==> src/rtl/repl_pkg.sv <==
// Shared definitions for the FIFO replacement controller: way geometry,
// FIFO counter width and the controller state encoding.
package repl_pkg;

    localparam int unsigned NUM_WAYS = 8;
    localparam int unsigned CTR_W    = 3;
    localparam int unsigned WAY_W    = 3;

    typedef enum logic [1:0] {
        IDLE      = 2'd0,
        SELECT    = 2'd1,
        WAIT_FILL = 2'd2,
        UPDATE    = 2'd3
    } state_e;

endpackage : repl_pkg

==> src/rtl/repl_ctr_cell.sv <==
// One FIFO age counter for a single way of a single set. A value of 0 marks
// the oldest way and 7 the most recently filled. Load makes the way the
// youngest; dec ages it by one step toward eviction.
module repl_ctr_cell
    import repl_pkg::*;
(
    input  logic             clk,
    input  logic             reset,
    input  logic [CTR_W-1:0] init_val_i,
    input  logic             load_i,
    input  logic             dec_i,
    output logic [CTR_W-1:0] cnt_o
);

    logic [CTR_W-1:0] cnt_q;
    logic [CTR_W-1:0] cnt_d;

    // Next age: load wins over dec, otherwise hold.
    always_comb begin
        cnt_d = cnt_q;
        if (load_i) begin
            cnt_d = '1;
        end else if (dec_i) begin
            cnt_d = cnt_q - 1'b1;
        end
    end

    // Age register, reset to the way's own index.
    always_ff @(posedge clk) begin
        if (reset) begin
            cnt_q <= init_val_i;
        end else begin
            cnt_q <= cnt_d;
        end
    end

    assign cnt_o = cnt_q;

endmodule : repl_ctr_cell

==> src/rtl/fifo_repl_ctrl.sv <==
// FIFO replacement controller for an 8-way cache. On a miss it picks the
// lowest invalid way of the set, or else the oldest way (counter 0), holds the
// choice while the line is filled, then makes that way the youngest and ages
// the ways that were younger than it, keeping each set a permutation of 0..7.
module fifo_repl_ctrl
    import repl_pkg::*;
#(
    parameter  int unsigned NUM_SETS = 4,
    localparam int unsigned SET_W    = (NUM_SETS > 1) ? $clog2(NUM_SETS) : 1
) (
    input  logic             clk,
    input  logic             reset,
    input  logic             miss_req,
    input  logic [SET_W-1:0] miss_set,
    input  logic             fill_done,
    input  logic             inv_req,
    input  logic [SET_W-1:0] inv_set,
    input  logic [WAY_W-1:0] inv_way,
    output logic             victim_vld,
    output logic [WAY_W-1:0] victim_way,
    output logic             victim_dirty_evict,
    output logic             miss_ack,
    output logic             busy
);

    state_e state_q;
    state_e state_d;

    logic [SET_W-1:0] set_q;
    logic [WAY_W-1:0] vway_q;
    logic [CTR_W-1:0] vctr_q;
    logic             vdirty_q;

    logic [NUM_SETS-1:0][NUM_WAYS-1:0] valid_q;
    logic [NUM_SETS-1:0][NUM_WAYS-1:0] valid_d;

    logic [CTR_W-1:0] ctr_w [NUM_SETS][NUM_WAYS];

    logic [WAY_W-1:0] sel_way;
    logic [CTR_W-1:0] sel_ctr;
    logic             sel_dirty;
    logic             sel_hit;

    // Counter array: one cell per way per set, driven only while in UPDATE.
    for (genvar s = 0; s < NUM_SETS; s++) begin : g_set
        for (genvar w = 0; w < NUM_WAYS; w++) begin : g_way
            logic             hit;
            logic             ld;
            logic             dc;
            logic [CTR_W-1:0] cnt;

            assign hit = (state_q == UPDATE) && (set_q == SET_W'(s));
            assign ld  = hit && (vway_q == WAY_W'(w));
            assign dc  = hit && !ld && (cnt > vctr_q);

            repl_ctr_cell u_cell (
                .clk        (clk),
                .reset      (reset),
                .init_val_i (CTR_W'(w)),
                .load_i     (ld),
                .dec_i      (dc),
                .cnt_o      (cnt)
            );

            assign ctr_w[s][w] = cnt;
        end
    end

    // State register.
    always_ff @(posedge clk) begin
        if (reset) begin
            state_q <= IDLE;
        end else begin
            state_q <= state_d;
        end
    end

    // Next-state logic: one miss in flight, extra requests are dropped.
    always_comb begin
        state_d = state_q;
        case (state_q)
            IDLE:      if (miss_req) state_d = SELECT;
            SELECT:    state_d = WAIT_FILL;
            WAIT_FILL: if (fill_done) state_d = UPDATE;
            UPDATE:    state_d = IDLE;
            default:   state_d = IDLE;
        endcase
    end

    // Outputs: victim info is only exposed while the fill is pending.
    always_comb begin
        victim_vld         = 1'b0;
        victim_way         = '0;
        victim_dirty_evict = 1'b0;
        miss_ack           = 1'b0;
        busy               = (state_q != IDLE);
        case (state_q)
            WAIT_FILL: begin
                victim_vld         = 1'b1;
                victim_way         = vway_q;
                victim_dirty_evict = vdirty_q;
            end
            UPDATE:  miss_ack = 1'b1;
            default: ;
        endcase
    end

    // Victim choice: first invalid way, else the way whose age is 0.
    always_comb begin
        sel_way = '0;
        sel_hit = 1'b0;
        for (int unsigned w = 0; w < NUM_WAYS; w++) begin
            if (!sel_hit && !valid_q[set_q][WAY_W'(w)]) begin
                sel_way = WAY_W'(w);
                sel_hit = 1'b1;
            end
        end
        if (!sel_hit) begin
            for (int unsigned w = 0; w < NUM_WAYS; w++) begin
                if (ctr_w[set_q][WAY_W'(w)] == '0) begin
                    sel_way = WAY_W'(w);
                end
            end
        end
        sel_ctr   = ctr_w[set_q][sel_way];
        sel_dirty = valid_q[set_q][sel_way];
    end

    // Miss context: set latched on acceptance, victim latched in SELECT.
    always_ff @(posedge clk) begin
        if (reset) begin
            set_q    <= '0;
            vway_q   <= '0;
            vctr_q   <= '0;
            vdirty_q <= 1'b0;
        end else begin
            if (state_q == IDLE && miss_req) begin
                set_q <= miss_set;
            end
            if (state_q == SELECT) begin
                vway_q   <= sel_way;
                vctr_q   <= sel_ctr;
                vdirty_q <= sel_dirty;
            end
        end
    end

    // Valid next state: the UPDATE write is applied after the invalidate so a
    // same-way collision leaves the line valid.
    always_comb begin
        valid_d = valid_q;
        if (inv_req) begin
            valid_d[inv_set][inv_way] = 1'b0;
        end
        if (state_q == UPDATE) begin
            valid_d[set_q][vway_q] = 1'b1;
        end
    end

    // Valid bit register.
    always_ff @(posedge clk) begin
        if (reset) begin
            valid_q <= '0;
        end else begin
            valid_q <= valid_d;
        end
    end

endmodule : fifo_repl_ctrl

==> config.mk <==
export PLATFORM = sky130hd
export DESIGN_NAME = fifo_repl_ctrl
export DESIGN_NICKNAME = d
export VERILOG_FILES = /design/src/rtl/repl_pkg.sv /design/src/rtl/repl_ctr_cell.sv /design/src/rtl/fifo_repl_ctrl.sv
export SDC_FILE = /design/constraint.sdc
export NUM_CORES = 1
export LEC_CHECK = 0
export ABC_CLOCK_PERIOD_IN_PS = 8700
export CELL_PAD_IN_SITES_DETAIL_PLACEMENT = 0
export CELL_PAD_IN_SITES_GLOBAL_PLACEMENT = 1
export CORE_MARGIN = 4
export CORE_UTILIZATION = 55
export CTS_BUF_LIST = sky130_fd_sc_hd__clkbuf_4
export CTS_CLUSTER_DIAMETER = 40
export DETAILED_ROUTE_END_ITERATION = 6
export GPL_ROUTABILITY_DRIVEN = 0
export GPL_TIMING_DRIVEN = 0
export PLACE_DENSITY_LB_ADDON = 0.1
export SYNTH_ARGS = -nofsm -noshare
export SYNTH_HDL_FRONTEND = slang
export SYNTH_SLANG_ARGS = --single-unit
==> constraint.sdc <==
create_clock -name clk -period 8.7 [get_ports clk]
set_clock_uncertainty 0.15 [all_clocks]
set_input_delay 2.175 -clock clk [delete_from_list [all_inputs] [get_ports clk]]
set_output_delay 2.175 -clock clk [all_outputs]
set_load 0.03 [all_outputs]
Word level (Yosys, flattened, before mapping)
Cells that the tools add are included.
Widths: inputs -> output; s select.
{ "op_classes": {"add_sub_neg": 32, "magnitude_cmp": 43, "eq_ne": 15, "n_mux": 107, "n_bitwise": 5, "n_reduce_logical": 226} }
{ "ops": {"columns": ["cell", "count"], "rows": [
  ["$mux 3", 50],
  ["$logic_and 1x1->1", 112],
  ["$gt 3x3->1", 32],
  ["$sub 3x1->3 const B", 32],
  ["$mux 32", 2],
  ["$reduce_bool 2->1", 29],
  ["$reduce_or 2->1", 28],
  ["$bmux 24 s2", 1],
  ["$mux 24", 2],
  ["$logic_not 1->1", 45],
  ["$mux 2", 18],
  ["$and 32x32->32", 1],
  ["$demux 8 s2", 2],
  ["$not 32->32", 1],
  ["$or 32x32->32", 1],
  ["$logic_not 3->1", 9],
  ["$mux 8", 3],
  ["$mux 1", 23],
  ["$bmux 8 s2", 1],
  ["$eq 3x3->1 const B", 4],
  ["$lt 3x4->1 const B", 3],
  ["$bmux 3 s3", 1],
  ["$eq 2x2->1 const B", 4],
  ["$pmux 2 s4", 1],
  ["other kinds (15)", 23]
]} }
{ "totals": {"ff_bits": 139, "inputBits": 12, "out_inout_bits": 7, "elab_cells": 493} }

Longest topological paths before layout
{ "depth": {"word_depth": 36, "ltp_mapped": 13, "depth_no_buf": 9} }

Cells and area by module
A second synthesis with hierarchy kept.
{ "hier_totals": {"hier_cells": 1181, "hier_area_um2": 11016.8} }
{ "by_module_without_submodules": {"columns": ["module", "instances", "cells_each", "area_per_inst_um2", "seq_area_each_um2"], "rows": [
  ["fifo_repl_ctrl", 1, 669, 5651.7, 860.8],
  ["repl_ctr_cell", 32, 16, 167.7, 90.1]
]} }

Worst setup path after synthesis
No wires, ideal clock.
{ "synth_path": {"path_type": "flip-flop to output port", "from": "reg state_q[0]", "to": "out victim_dirty_evict", "arrival_time_ns": 1.172, "t_required_ns": 6.375, "path_slack_ns": 5.203, "path_stages_with_launch": 4, "n_path_buf": 0, "cell_sequence": "dfxtp_1 > inv_1 > ha_1 > and2_1"} }
{ "synth_between": {"elab_chain_cells": 2} }
{ "synth_lines": {"columns": ["item", "line", "source"], "rows": [
  ["start: declaration", "fifo_repl_ctrl.sv:26", "state_e state_q;"],
  ["start signal: assignment", "fifo_repl_ctrl.sv:74", "state_q <= state_d;"],
  ["$eq 2x2->1", "fifo_repl_ctrl.sv:97", "case (state_q)"],
  ["$mux 1", "fifo_repl_ctrl.sv:97", null],
  ["end: declaration", "fifo_repl_ctrl.sv:21", "output logic victim_dirty_evict,"]
]} }
Every way passes these cells.

Worst setup path after layout
{ "layout_path": {"from": "reg vway_q[2]", "to": "out victim_way[2]"} }
{ "layout_between": {"elab_chain_cells": 1} }
{ "layout_lines": {"columns": ["item", "line", "source"], "rows": [
  ["start: declaration", "fifo_repl_ctrl.sv:30", "logic [WAY_W-1:0] vway_q;"],
  ["start signal: assignment", "fifo_repl_ctrl.sv:141", "vway_q <= sel_way;"],
  ["$mux 3", "fifo_repl_ctrl.sv:97", null],
  ["end: declaration", "fifo_repl_ctrl.sv:20", "output logic [WAY_W-1:0] victim_way,"]
]} }
Every way passes these cells.

==> results.sh <==
export IMPL_cap_violations=0
export IMPL_routed_wirelength_um=26600
export IMPL_grt_pass1_wl_um=41700
export IMPL_grt_max_degree=33
export IMPL_dp_hpwl_um=19000
export IMPL_rsz0062_at_grt="false"
export IMPL_clk_pin_slew_worst_paths_ns=0.13
export IMPL_hold_depth=2
export IMPL_die_height_um=139
export IMPL_synth_seq_cells=139
export IMPL_die_width_um=139
export IMPL_grt_overflow_total=0
export IMPL_grt_use_total_pct=27.7
export IMPL_cts_buffers=17
export IMPL_clk_insertion_delay_late_ns=0.59
export IMPL_status="complete, no violations"
export IMPL_post_place_ws_ns=4.41
export IMPL_wire_per_inst_um=20.1
export IMPL_synth_edff_count=0
export IMPL_fmax_mhz=216
export IMPL_dpl_cell_area_mm2=0.00989
export IMPL_whs_ns=0.335
export IMPL_vias=8024
export IMPL_async_flop_share_pct=0
export IMPL_fin_crit_sh_pct=53.1
export IMPL_relSlewSlack_pct=16.9
export IMPL_cts_resized=0
export IMPL_cts_root_buf="clkbuf_4"
export IMPL_drc=0
export IMPL_clock_path_buffers=2
export IMPL_dp_cells=1289
export IMPL_p_int_mw=1.22
export IMPL_synthesis_instances=1049
export IMPL_netlist_area_mm2=0.00939
export IMPL_drv_slew=0
export IMPL_hold_class="reg2reg"
export IMPL_cts_sinks=139
export IMPL_vdd_drop_max_mv=0.0873
export IMPL_tightest_slew_ns=1.24
export IMPL_ios=19
export IMPL_yosysWarnings=0
export IMPL_post_synth_cell_area_avg_um2=8.96
export IMPL_cts_hold_buffers_added=0
export IMPL_p_sw_share_pct=36.5
export IMPL_place_port_buffers=18
export IMPL_endpoint_kind="output pin"
export IMPL_dieArea_mm2=0.0192
export IMPL_p_per_area_mw_per_mm2=188
export IMPL_synthFlopType="dfxtp_1"
export IMPL_synth_cell_types=49
export IMPL_hold_viol=0
export IMPL_antenna_found_initial=1
export IMPL_tritoncts="done"
export IMPL_grt_pass1_vias=7443
export IMPL_yosysSeqAreaShare_pct=29.6
export IMPL_fin_setup_tns_ns=0
export IMPL_critical_path_arrival_ns=2.29
export IMPL_worstPathRequired_ns=6.38
export IMPL_final_area_mm2=0.0102
export IMPL_rows=47
export IMPL_initial_utilization_pct=56.4
export IMPL_p_clk_share_pct=27.0
export IMPL_worstRegToRegCells=8
export IMPL_core_area_mm2=0.0166
export IMPL_synth_nets=1194
export IMPL_cp_max_fo=10
export IMPL_power_frac_seq_pct=36.6
export IMPL_vias_per_cell=6.07
export IMPL_startpoint_type="flop"
export IMPL_fin_nets=1233
export IMPL_net_switching_power_mw=0.703
export IMPL_syn_to_final_growth_pct=9.04
export IMPL_fin_util_pct=61.6
export IMPL_criticalPathCategory="reg2out"
export IMPL_drt_initial_drc_count=813
export IMPL_fin_crit_ns=4.62
export IMPL_power_mw=1.93
export IMPL_firstDrtPassIters=5
export IMPL_worst_slack_ns=4.08
export IMPL_drive_gt1_share_pct=7.45
export IMPL_postRouteAntennaNets=0
export IMPL_cts_setup_buffers=0
export IMPL_cts_max_level=4
export IMPL_finalSetupViolCount=0
export IMPL_p_leak_nw=4.12
export IMPL_p_comb_share_pct=36.4
export IMPL_fin_cells=1322
export IMPL_nFillCells=1522
[registers in the layout, indices dropped and copies added (netlist names)]
name / flops
state_q: 2
vdirty_q: 1
vctr_q: 3
set_q: 2
valid_q: 32
g_set.g_way.u_cell.cnt_o: 96
vway_q: 3
[worst max-delay path, stage by stage (launching register included)]
cell and delay (ns):
dfxtp_1 0.33, clkbuf_1 0.50, and2_1 0.21, clkdlybuf4s50_1 0.67
[cell usage in the layout (no fill, tap or decap), drive strengths merged, types with 28 or more instances in the layout]
master  netlist  layout
o21ai        62      62
a21oi       152     152
ha          133     133
dfxtp       139     139
nand2        91      91
and3         43      43
nor4         28      28
xnor2        32      32
a21o         33      33
inv         104     105
clkbuf       28      45
mux4         32      32
[cell families after synthesis]
kind of cell	count (synthesis)	share of synthesized area [%]
AOI/OAI and AO/OA	288	17.9
xor gates and xnor gates	52	4.85
adders and majority gates	133	17.7
buffers and inverters	143	6.45
DFF	139	29.6
muxes	46	9.50
and+or+nand+nor	248	14.0
[routing by layer]
metal / track usage, % / wire length, um / up-vias
li1: - / - / 3879
met1: 37.5 / 11800 / 3836
met2: 44.7 / 12300 / 256
met3: 5.24 / 1710 / 53
met4: 9.94 / 820 / 0
met5: 0 / 0 / -
[layout make-up]
cell class / count / area [um^2] / share of cell area, %
multi-input cells: 767 / 6010 / 58.6
clock inverters: 15 / 223 / 2.17
plain buffers: 39 / 215 / 2.10
inverters: 104 / 390 / 3.81
flip-flops and latches: 139 / 2780 / 27.2
well taps: 220 / 275 / 2.69
clock buffers: 17 / 128 / 1.25
diodes: 1 / 2.50 / 0.0244
repair buffers: 20 / 220 / 2.15
[power groups by stage]
stage / clock [mW] / sequential [mW] / combinational (mW)
after detailed placement: 0 / 0.721 / 0.700
after global placement: 0 / 0.735 / 0.656
after CTS: 0.520 / 0.706 / 0.705
final: 0.520 / 0.706 / 0.702
after global routing: 0.547 / 0.712 / 0.796
after floorplan: 0 / 0.712 / 0.499
[worst paths after layout]
kind | startpoint | to | slack, ns
worst max-delay path | vway_q[2] | victim_way[2] | 4.08
worst min-delay path | valid_q[5] | valid_q[5] | 0.33
worst max register to register | set_q[1] | vctr_q[1] | 4.97
worst min register to register | valid_q[5] | valid_q[5] | 0.33
[synthesized netlist by cell type (2+ instances only)]
| cell type | count | area (um^2) |
|---|---|---|
| xor2_1 | 20 | 175 |
| nor3b_1 | 4 | 30.0 |
| and2b_2 | 3 | 26.3 |
| inv_1 | 104 | 390 |
| a22o_1 | 3 | 26.3 |
| or3_1 | 3 | 18.8 |
| mux4_1 | 8 | 210 |
| a2111oi_0 | 3 | 26.3 |
| and3b_1 | 3 | 26.3 |
| buf_6 | 5 | 56.3 |
| a21oi_1 | 152 | 761 |
| ha_1 | 133 | 1660 |
| mux2i_1 | 13 | 130 |
| or3b_2 | 4 | 35.0 |
| a21o_1 | 33 | 248 |
| and3_1 | 43 | 269 |
| nor2_1 | 17 | 63.8 |
| o31ai_1 | 2 | 15.0 |
| nor4_1 | 28 | 175 |
| nor3_1 | 11 | 55.1 |
| nand2_1 | 91 | 342 |
| or2_2 | 2 | 12.5 |
| nand2b_1 | 13 | 81.3 |
| xnor2_1 | 32 | 280 |
| o21ai_0 | 61 | 305 |
| nand3b_1 | 15 | 113 |
| nand3_1 | 5 | 25.0 |
| buf_2 | 3 | 15.0 |
| a211o_1 | 4 | 35.0 |
| o21bai_1 | 3 | 22.5 |
| o211ai_1 | 13 | 97.6 |
| and2_1 | 4 | 25.0 |
| a211oi_1 | 2 | 15.0 |
| a2111oi_1 | 3 | 30.0 |
| clkbuf_1 | 28 | 105 |
| mux4_2 | 24 | 541 |
| dfxtp_1 | 139 | 2780 |
| a311oi_1 | 4 | 35.0 |
No activity file was read; power rests on OpenSTA's default activity.
